--- src/rtl/mem_stage_ctrl.sv ---
// ============================================================================
// Module   : mem_stage_ctrl
// Purpose  : MEM-stage data-memory controller that turns pipeline load/store
//            requests into a req/ack handshake and stalls until completion.
// Revision : 1.0 - initial release
// ============================================================================
`default_nettype none

module mem_stage_ctrl #(
    parameter int TIMEOUT = 16,
    parameter int CNT_W   = 5
) (
    input  logic        clk_i,
    input  logic        rst_i,
    input  logic        MemRead_i,
    input  logic        MemWrite_i,
    input  logic [31:0] ALUResult_i,
    input  logic [31:0] RS2data_i,
    input  logic        mem_ack_i,
    input  logic [31:0] mem_rdata_i,
    output logic        mem_req_o,
    output logic        mem_we_o,
    output logic [31:0] mem_addr_o,
    output logic [31:0] mem_wdata_o,
    output logic [31:0] ReadData_o,
    output logic        stall_o,
    output logic        err_o
);

    typedef enum logic [1:0] {
        IDLE = 2'd0,
        REQ  = 2'd1,
        DONE = 2'd2
    } state_t;

    localparam logic [CNT_W-1:0] c_LAST_WAIT = CNT_W'(TIMEOUT - 1);

    state_t           r_state;
    logic [CNT_W-1:0] r_cnt;

    logic w_access;
    logic w_misalign;
    logic w_is_read;

    assign w_access   = MemRead_i | MemWrite_i;
    assign w_misalign = (ALUResult_i[1:0] != 2'b00);
    // A simultaneous read+write request is treated as a write.
    assign w_is_read  = MemRead_i & ~MemWrite_i;

    assign stall_o = ((r_state == IDLE) & w_access & ~w_misalign) | (r_state == REQ);

    always_ff @(posedge clk_i or negedge rst_i) begin
        if (!rst_i) begin
            r_state     <= IDLE;
            r_cnt       <= '0;
            mem_req_o   <= 1'b0;
            mem_we_o    <= 1'b0;
            mem_addr_o  <= '0;
            mem_wdata_o <= '0;
            ReadData_o  <= '0;
            err_o       <= 1'b0;
        end else begin
            case (r_state)
                IDLE: begin
                    if (w_access) begin
                        if (w_misalign) begin
                            err_o <= 1'b1;
                            if (w_is_read) begin
                                ReadData_o <= '0;
                            end
                        end else begin
                            mem_addr_o  <= ALUResult_i;
                            mem_wdata_o <= RS2data_i;
                            mem_we_o    <= MemWrite_i;
                            mem_req_o   <= 1'b1;
                            r_cnt       <= '0;
                            r_state     <= REQ;
                        end
                    end
                end

                REQ: begin
                    if (mem_ack_i) begin
                        mem_req_o <= 1'b0;
                        if (!mem_we_o) begin
                            ReadData_o <= mem_rdata_i;
                        end
                        r_state <= DONE;
                    end else if (r_cnt == c_LAST_WAIT) begin
                        mem_req_o  <= 1'b0;
                        err_o      <= 1'b1;
                        ReadData_o <= '0;
                        r_state    <= DONE;
                    end else begin
                        r_cnt <= r_cnt + 1'b1;
                    end
                end

                // One-cycle gap so the instruction still in EX/MEM is not re-issued.
                DONE: begin
                    r_state <= IDLE;
                end

                default: begin
                    r_state   <= IDLE;
                    mem_req_o <= 1'b0;
                end
            endcase
        end
    end

endmodule

`default_nettype wire

--- config.mk ---
export PLATFORM = sky130hd
export DESIGN_NAME = mem_stage_ctrl
export DESIGN_NICKNAME = d
export VERILOG_FILES = /design/src/rtl/mem_stage_ctrl.sv
export SDC_FILE = /design/constraint.sdc
export NUM_CORES = 1
export LEC_CHECK = 0
export BUFFER_PORTS_ARGS = -buffer_cell sky130_fd_sc_hd__buf_4
export CAP_MARGIN = 20
export CORE_MARGIN = 2
export CORE_UTILIZATION = 50
export CTS_CLUSTER_SIZE = 14
export DETAILED_ROUTE_END_ITERATION = 8
export PLACE_DENSITY_LB_ADDON = 0.08
export REMOVE_ABC_BUFFERS = 1
export SLEW_MARGIN = 20
export SYNTH_ARGS = -nofsm -noshare
export SYNTH_HDL_FRONTEND = slang
export SYNTH_SLANG_ARGS = --single-unit
--- constraint.sdc ---
create_clock -name clk_i -period 2.8 [get_ports clk_i]
set_input_delay 0.7 -clock clk_i [delete_from_list [all_inputs] [get_ports clk_i]]
set_output_delay 0.7 -clock clk_i [all_outputs]
set_load 0.05 [all_outputs]
# Word level (Yosys, flattened, before mapping)

Index checks and enable logic that the tools add are counted.

Flip-flop bits (word level): 106

Add/subtract/negate cells: 1
Equal/unequal tests: 12
Muxes and demuxes: 27
Bitwise operators: 8
Reduce and logical (&&, ||, !) cells: 9

Operator list:

| kind                                                                    | count |
|---|---|
| 32-bit 2-to-1 mux                                                       | 6 |
| 32-bit case mux with 2 select lines                                     | 1 |
| 5-bit 2-to-1 mux                                                        | 4 |
| 2-bit inequality test, second input constant                            | 6 |
| 5-bit case mux with 2 select lines                                      | 1 |
| 5-bit AND reduction                                                     | 2 |
| 1-bit 2-to-1 mux                                                        | 8 |
| 2-bit 2-to-1 mux                                                        | 4 |
| 3-bit AND reduction                                                     | 2 |
| 6-bit AND reduction                                                     | 1 |
| 5-bit by 1-bit adder with 5-bit output, second input constant           | 1 |
| 5-bit by 4-bit equality test with 1-bit output, second input constant   | 1 |
| 2-bit case mux with 2 select lines                                      | 1 |
| 4-bit AND reduction                                                     | 1 |
| 2-bit nonzero test                                                      | 2 |
| 1-bit bitwise AND                                                       | 3 |
| 3-bit by 2-bit inequality test with 1-bit output, second input constant | 1 |
| 3-bit inequality test, second input constant                            | 1 |
| 1-bit NOT                                                               | 3 |
| 1-bit case mux with 3 select lines                                      | 1 |
| 2-bit by 1-bit equality test with 1-bit output, second input constant   | 1 |
| 2-bit equality test, second input constant                              | 1 |
| 2-bit zero test                                                         | 1 |
| 2-bit by 1-bit inequality test with 1-bit output, second input constant | 1 |
| 2 further kinds                                                         | 3 |

# Logic depth before layout (Yosys ltp)

Gate-level depths: netlist of the first run.

Depth after elaboration: 6
Gate-level depth with buffers: 9

# Worst setup path before layout of the first run

No wires, ideal clock.

Path type: input -> output
Start point: in ALUResult_i[1]
End point: out stall_o
Arrival: 1,749 ps
Setup slack: 351 ps
Stages on the path: 5
Path buffers: 2
Path through: nor4_4 -> o21ai_2 -> buf_2 -> buf_6 -> nand2_1

Longest elaborated chain between the ends: 4

RTL lines:

| item                       | RTL line | text |
|---|---|---|
| start, declared            | 17       | `input logic [31:0] ALUResult_i,` |
| 2-bit nonzero test         | 46       | `assign w_misalign = (ALUResult_i[1:0] != 2'b00);` |
| 1-bit NOT (no source line) | -        |  |
| 1-bit bitwise AND          | 50       | `assign stall_o = ((r_state == IDLE) & w_access & ~w_misalign) \| (r_state == REQ);` |
| 1-bit OR                   | 50       |  |
| end, declared              | 26       | `output logic stall_o,` |

No other way between the ends.

# Final worst setup path of the first run

Start point: reg r_state[0]
End point: out stall_o

Longest elaborated chain between the ends: 4
Elaborated cells between the ends (all ways): 5
Those cells by class: 1 x eq/ne; 3 x bitwise; 1 x reduce/logical

RTL lines:

| item                            | RTL line | text |
|---|---|---|
| start, declared                 | 38       | `state_t r_state;` |
| start signal, assigned          | 54       | `r_state <= IDLE;` |
| start signal, assigned          | 77       | `r_state <= REQ;` |
| start signal, assigned          | 88       | `r_state <= DONE;` |
| 2-bit zero test                 | 50       |  |
| 1-bit bitwise AND (2 in series) | 50       |  |
| 1-bit OR (*)                    | 50       |  |

Mark *: on every way between the ends. The rest lies on a longest branch, timed or not.

==> qor.csv, run 1 <==
metric,value,unit
outcome,"complete, no violations",
Worst path depth,4,
Reg2Reg Depth,7,
DR pass1 iterations,4,
crit-path leading delay family,simple AND/OR/NAND/NOR gates,
Core Area,8680,um2
nets,753,
post-synth top area share,59.5,%
Max Transition Viols Final,0,
CTS sink count,106,
die height,98.4,um
Tcrit/Tclk final,83.7,%
CP Launch Type,register,
grt total ovfl,0,
DP Area,5900,um2
Worst Path Max Fanout,7,
"Setup violations, final",0,
CTS resizes,0,
Tot GR Track Use,22.5,%
Syn Area/Cell,9.80,um2
crit end category,primary output,
Synth area leader,dfrtp_1,
Post-Syn Area,4460,um2
GP Congestion,0.798,
cells after synthesis,455,
post-DP HPWL,7570,um
Routed WL per cell,13.8,um
via count,3597,
worst endpoint data arrival time,1.64,ns
I/O Buffers,200,
synth cell count leaders,"nand2_1, dfrtp_1, inv_1, mux2i_1, buf_12",
Leak,3.30,nW
#FFs+latches synth,106,
Final ANT Viol Nets,0,
clk slew on worst S/H paths,0.09,ns
Post-Route WL,10500,um
FMAX,427,MHz
design area,6090,um2
Yosys cell types,30,
Hold Path Class,primary input to asynchronous set/reset pin,
Skew-Pair Late Insertion Delay,0.35,ns
sequential-to-total area share from yosys stat,59.5,%
layout cells sized above 1,34.6,%
Post-synth EDFFs,0,
minimum clock period,2.34,ns
vias in the first global route,3645,
CP max stage cell,dfrtp_1,
I/O pin total,201,
clock skew,0.00675,ns
Worst slew margin,52.6,%
root buf cell,clkbuf_8,
DIE AREA,9690,um2
Multi-input gate area,1440,um2
Max IR drop VDD,481,uV
final hold violations,0,
CTS tree,yes,
actual slew at the worst max-slew pin,0.710,ns
worst-path cell chain,"nor4_4, o21ai_4, nand2_1, buf_4",
main flop type after synthesis,dfrtp_1,
initial antenna violation count,0,
initial core utilization,51.4,%
# fillers,695,
number of diodes,0,
RSZ-0062 raised after global routing,no,
Via density,4.73,
total power,5.00,mW
CP bufs+invs,1,
register area,2650,um2
Detailed Route Iter0 Violations,161,
MaxCap Viol Count,0,
Syn-to-layout area delta,36.6,%
Die Wd,98.4,um
Setup Crit Path Kind,register to primary output,
row cnt,34,
Yosys warning count,0,
CTS Hold Bufs,0,
critical path data required time,2.10,ns
CTS buffer count,9,
Power Dens Cells,820,nW/um2
# Post-CTS Setup Buffers,0,
Area contributors post-synth,"dfrtp_1, nand2_1, mux2i_1, buf_12, inv_1",
DRC Markers,0,
"count leader, synth",nand2_1,
H-tree lvl count,3,
CTS max path bufs,2,
largest net degree at the start of global routing,69,
async set or reset register ratio after synthesis,100,%
"Largest stage delay, worst path",0.49,ns
first-pass GRT wire length,17600,um
-- final timing paths --
check                          startpoint             end  slack (ns)
hold / removal                      rst_i   ReadData_o[3]        0.26
min in group clk_i         mem_wdata_o[4]  mem_wdata_o[4]        0.48
setup reg to reg                 r_cnt[0]  ReadData_o[23]        0.67
setup / recovery               r_state[0]         stall_o        0.46
hold reg to reg            mem_wdata_o[4]  mem_wdata_o[4]        0.48
max in group asynchronous           rst_i   mem_addr_o[1]        1.78
-- placed cells by master (no fill, tap or decap) --
master	netlist	final
a21o_1	1	1
a21oi_1	2	2
a22o_1	1	1
a31oi_1	1	1
a32o_4	0	1
a41oi_1	1	1
and2_1	3	3
and2b_1	2	1
and2b_2	0	1
and3_1	1	1
buf_12	9	1
buf_4	1	205
bufinv_16	0	1
clkbuf_8	0	9
clkinv_2	0	1
clkinvlp_4	0	3
dfrtp_1	106	106
ha_1	2	2
inv_1	33	33
mux2i_1	32	32
nand2_1	228	228
nand2b_4	1	1
nand3_1	4	4
nor2_1	5	5
nor2_2	1	1
nor3_1	1	1
nor4_4	1	1
o21a_1	1	1
o21ai_0	2	2
o21ai_4	0	1
o21bai_1	1	1
o32a_1	1	1
-- layout make-up --
type / instances / share of cell area, %
Sequential cell: 106 / 43.5
Timing Repair Buffer: 206 / 25.6
Multi-Input combinational cell: 294 / 23.7
Tap cell: 108 / 2.22
Clock buffer: 9 / 2.03
Inverter: 33 / 2.03
Clock inverter: 5 / 0.945
-- routing by layer --
metal  GRT usage (%)  up-vias  part of all wire [%]
li1                -     1773                     -
met1            30.2     1676                    42
met2            35.0      135                    47
met3            8.09       13                   9.3
met4            6.64        0                   1.3
met5               0        -                     0
-- report_power, final --
part / switching (mW) / total, mW / internal (mW)
clock network: 0.496 / 0.898 / 0.402
logic: 1.46 / 2.09 / 0.629
registers: 0.184 / 2.01 / 1.83
total: 2.14 / 5.00 / 2.86
-- cells by family (layout without fill, tap and decap cells) --
family,Yosys count,in the layout,share of synthesized area (%)
and+or+nand+nor,247,247,22.0
buffers and inverters,55,253,8.61
adders and majority gates,2,2,0.561
muxes,32,32,7.18
DFF,106,106,59.5
AOI/OAI and AO/OA,13,13,2.16
-- through the flow --
| step | hold slack, ns | utilization, % | TNS, ns | instances | setup WS (ns) |
|---|---|---|---|---|---|
| after CTS | 0.265 | 70.1 | 0 | 761 | 0.318 |
| after global routing | 0.275 | 70.2 | 0 | 761 | 0.342 |
| final | 0.259 | 70.2 | 0 | 761 | 0.456 |
| after detailed placement | 0.464 | 68.0 | 0 | 747 | 0.359 |
| after floorplan | 0.404 | - | -0.659 | 433 | -0.659 |
| after global placement | 0.459 | 68.0 | 0 | 747 | 0.491 |
-- sequential cells by signal, indices dropped and copies added, names as in the netlist --
| name | count |
|---|---|
| mem_wdata_o | 32 |
| err_o | 1 |
| mem_req_o | 1 |
| ReadData_o | 32 |
| mem_we_o | 1 |
| r_cnt | 5 |
| mem_addr_o | 32 |
| r_state | 2 |
Note: power is estimated with default switching activity, not from simulation.
==> inputs of run 2 (changes only) <==
CORE_UTILIZATION = 42   (was 50)
clock period = 2.04 ns   (was 2.8 ns; I/O delays follow)
==> run 2 against run 1 <==
Against the previous run:
- global-route usage decreased by 4.3 points
- cell area is 2.0% higher
- routed wire length is 2.0% lower
- flip-flop and latch count unchanged
- largest cell class unchanged
==> qor.csv, run 2 (same netlist as run 1, synthesis figures left out) <==
metric,value,unit,change
FMAX,513,MHz,
Detailed Route Iter0 Violations,181,,+12%
"Largest stage delay, worst path",0.43,ns,-0.06 ns
CP Launch Type,register,,
Post-Route WL,10300,um,-2.0%
I/O pin total,201,,unchanged
crit-path leading delay family,flip-flops,,
Via density,4.47,,-5.4%
Tot GR Track Use,18.3,%,-4.3 points
design area,6220,um2,+2.0%
clk slew on worst S/H paths,0.10,ns,about the same
CTS tree,yes,,
root buf cell,clkbuf_8,,
Max IR drop VDD,589,uV,+22%
via count,3556,,-1.1%
initial antenna violation count,0,,unchanged
clock skew,0.00751,ns,+0.000759 ns
GP Congestion,0.754,,-5.5%
worst hold path stage count,3,,
H-tree lvl count,3,,unchanged
biggest regs,"ReadData_o x32, mem_addr_o x32, mem_wdata_o x32",,
grt total ovfl,0,,unchanged
CP max stage cell,dfrtp_1,,
worst hold start,ALUResult_i[2],,
crit-path most repeated cell,nor2_2,,
largest net degree at the start of global routing,69,,unchanged
worst endpoint data arrival time,2.18,ns,+0.54 ns
layout cells sized above 1,35.4,%,+0.75 points
Routed WL per cell,12.9,um,-6.2%
MaxCap Viol Count,0,,unchanged
Worst slew margin,52.3,%,-0.30 points
total power,6.87,mW,+38%
Final ANT Viol Nets,0,,unchanged
Max Transition Viols Final,0,,unchanged
first-pass GRT wire length,16800,um,-4.5%
"commonest non-fill, non-tap cell in the layout",nand2_1,,
I/O Buffers,200,,unchanged
RR Endpoint,ReadData_o[30],,
CP bufs+invs,1,,unchanged
DRC Markers,0,,unchanged
vias in the first global route,3638,,-0.19%
final hold violations,0,,unchanged
crit end category,register,,
initial core utilization,43.2,%,-8.2 points
R2R Path Start,r_cnt[0],,
Leak,3.34,nW,+1.3%
outcome,"complete, no violations",,
DP Area,6000,um2,+1.6%
Syn-to-layout area delta,39.4,%,
actual slew at the worst max-slew pin,0.715,ns,+0.00456 ns
Core Area,10300,um2,+19%
R2R Setup Slk,0.09,ns,-0.58 ns
post-DP HPWL,7550,um,-0.28%
Power Dens Cells,1110,nW/um2,+35%
number of diodes,0,,unchanged
Setup Crit Path Kind,register to register,,
Hold Path Class,primary input to register,,
CTS sink count,106,,unchanged
die height,107,um,+8.7%
DIE AREA,11500,um2,+18%
row cnt,37,,+8.8%
minimum clock period,1.95,ns,
Die Wd,107,um,+8.7%
CTS buffer count,9,,unchanged
setup TNS,0,ns,unchanged
RSZ-0062 raised after global routing,no,,
nets,758,,+0.66%
"commonest non-fill, non-tap cells in the layout","nand2_1, buf_4, dfrtp_1",,
DR pass1 iterations,4,,unchanged
Reg2Reg Depth,8,,+1
"Setup violations, final",0,,unchanged
CTS max path bufs,2,,unchanged
Tcrit/Tclk final,95.6,%,
Skew-Pair Late Insertion Delay,0.35,ns,about the same
# fillers,942,,+36%
Worst Path Max Fanout,32,,+25
critical path data required time,2.27,ns,+0.17 ns
worst-path cell chain,"ha_2, and3_1, ha_1, nor2_2, nor2_2, a32o_2, buf_12, mux2i_4",,
hold path endpoint,mem_addr_o[2],,
-- run 2: what timing repair did --
item / CTS / global route
gates resized for setup: 0 / 4
hold endpoints to repair: 7 / 0
hold buffers: 1 / 0
pin swaps: 1 / 1
endpoints found under the setup margin: 1 / 27
buffers inserted: 1 / 0
-- run 2: worst max-delay path by stage --
stage	start	endpoint	slack (ns)	cells past startpoint
floorplan	MemWrite_i	stall_o	-1.04	2
global placement	r_cnt[0]	ReadData_o[24]	0.14	8
detailed placement	r_cnt[0]	ReadData_o[30]	0.07	8
CTS	r_state[0]	stall_o	0.03	4
global route	r_cnt[0]	ReadData_o[30]	0.02	8
finish	r_cnt[0]	ReadData_o[30]	0.09	8
-- run 2: layer usage --
layer	up-vias	global-route usage, %	part of all wire (%)
li1	1783	-	-
met1	1624	23.7	43
met2	136	29.0	46
met3	13	6.20	9.6
met4	0	5.57	1.3
met5	-	0	0
-- run 2: area by class of cell --
type | instances | area [um2] | share of cell area [%]
well taps | 136 | 170 | 2.74
flip-flops and latches | 106 | 2650 | 42.7
clock buffers | 10 | 128 | 2.05
clock inverters | 5 | 56.3 | 0.906
inverters | 33 | 124 | 1.99
repair buffers | 211 | 1640 | 26.3
multi-input cells | 294 | 1450 | 23.3
-- run 2: power breakdown --
| group | switching, mW | total [mW] | internal, mW |
|---|---|---|---|
| combinational | 2.00 | 2.89 | 0.886 |
| sequential | 0.247 | 2.76 | 2.51 |
| clock | 0.668 | 1.23 | 0.560 |
| total | 2.92 | 6.87 | 3.96 |
-- run 2: per-stage QoR --
stage / util (%) / instances / hold slack (ns) / worst slack (ns)
2_1_floorplan: - / 433 / 0.214 / -1.04
3_3_place_gp: 58.1 / 778 / 0.348 / 0.137
3_5_place_dp: 58.1 / 778 / 0.352 / 0.0699
4_1_cts: 60.0 / 795 / 0.318 / 0.0264
5_1_grt: 60.2 / 795 / 0.331 / 0.0167
6_report: 60.2 / 795 / 0.344 / 0.0903
-- run 2: worst min-delay path, delay by kind of cell --
family / cells / cell delay [ns]
buffers and inverters: 1 / 0.08
and+or+nand+nor: 2 / 0.08
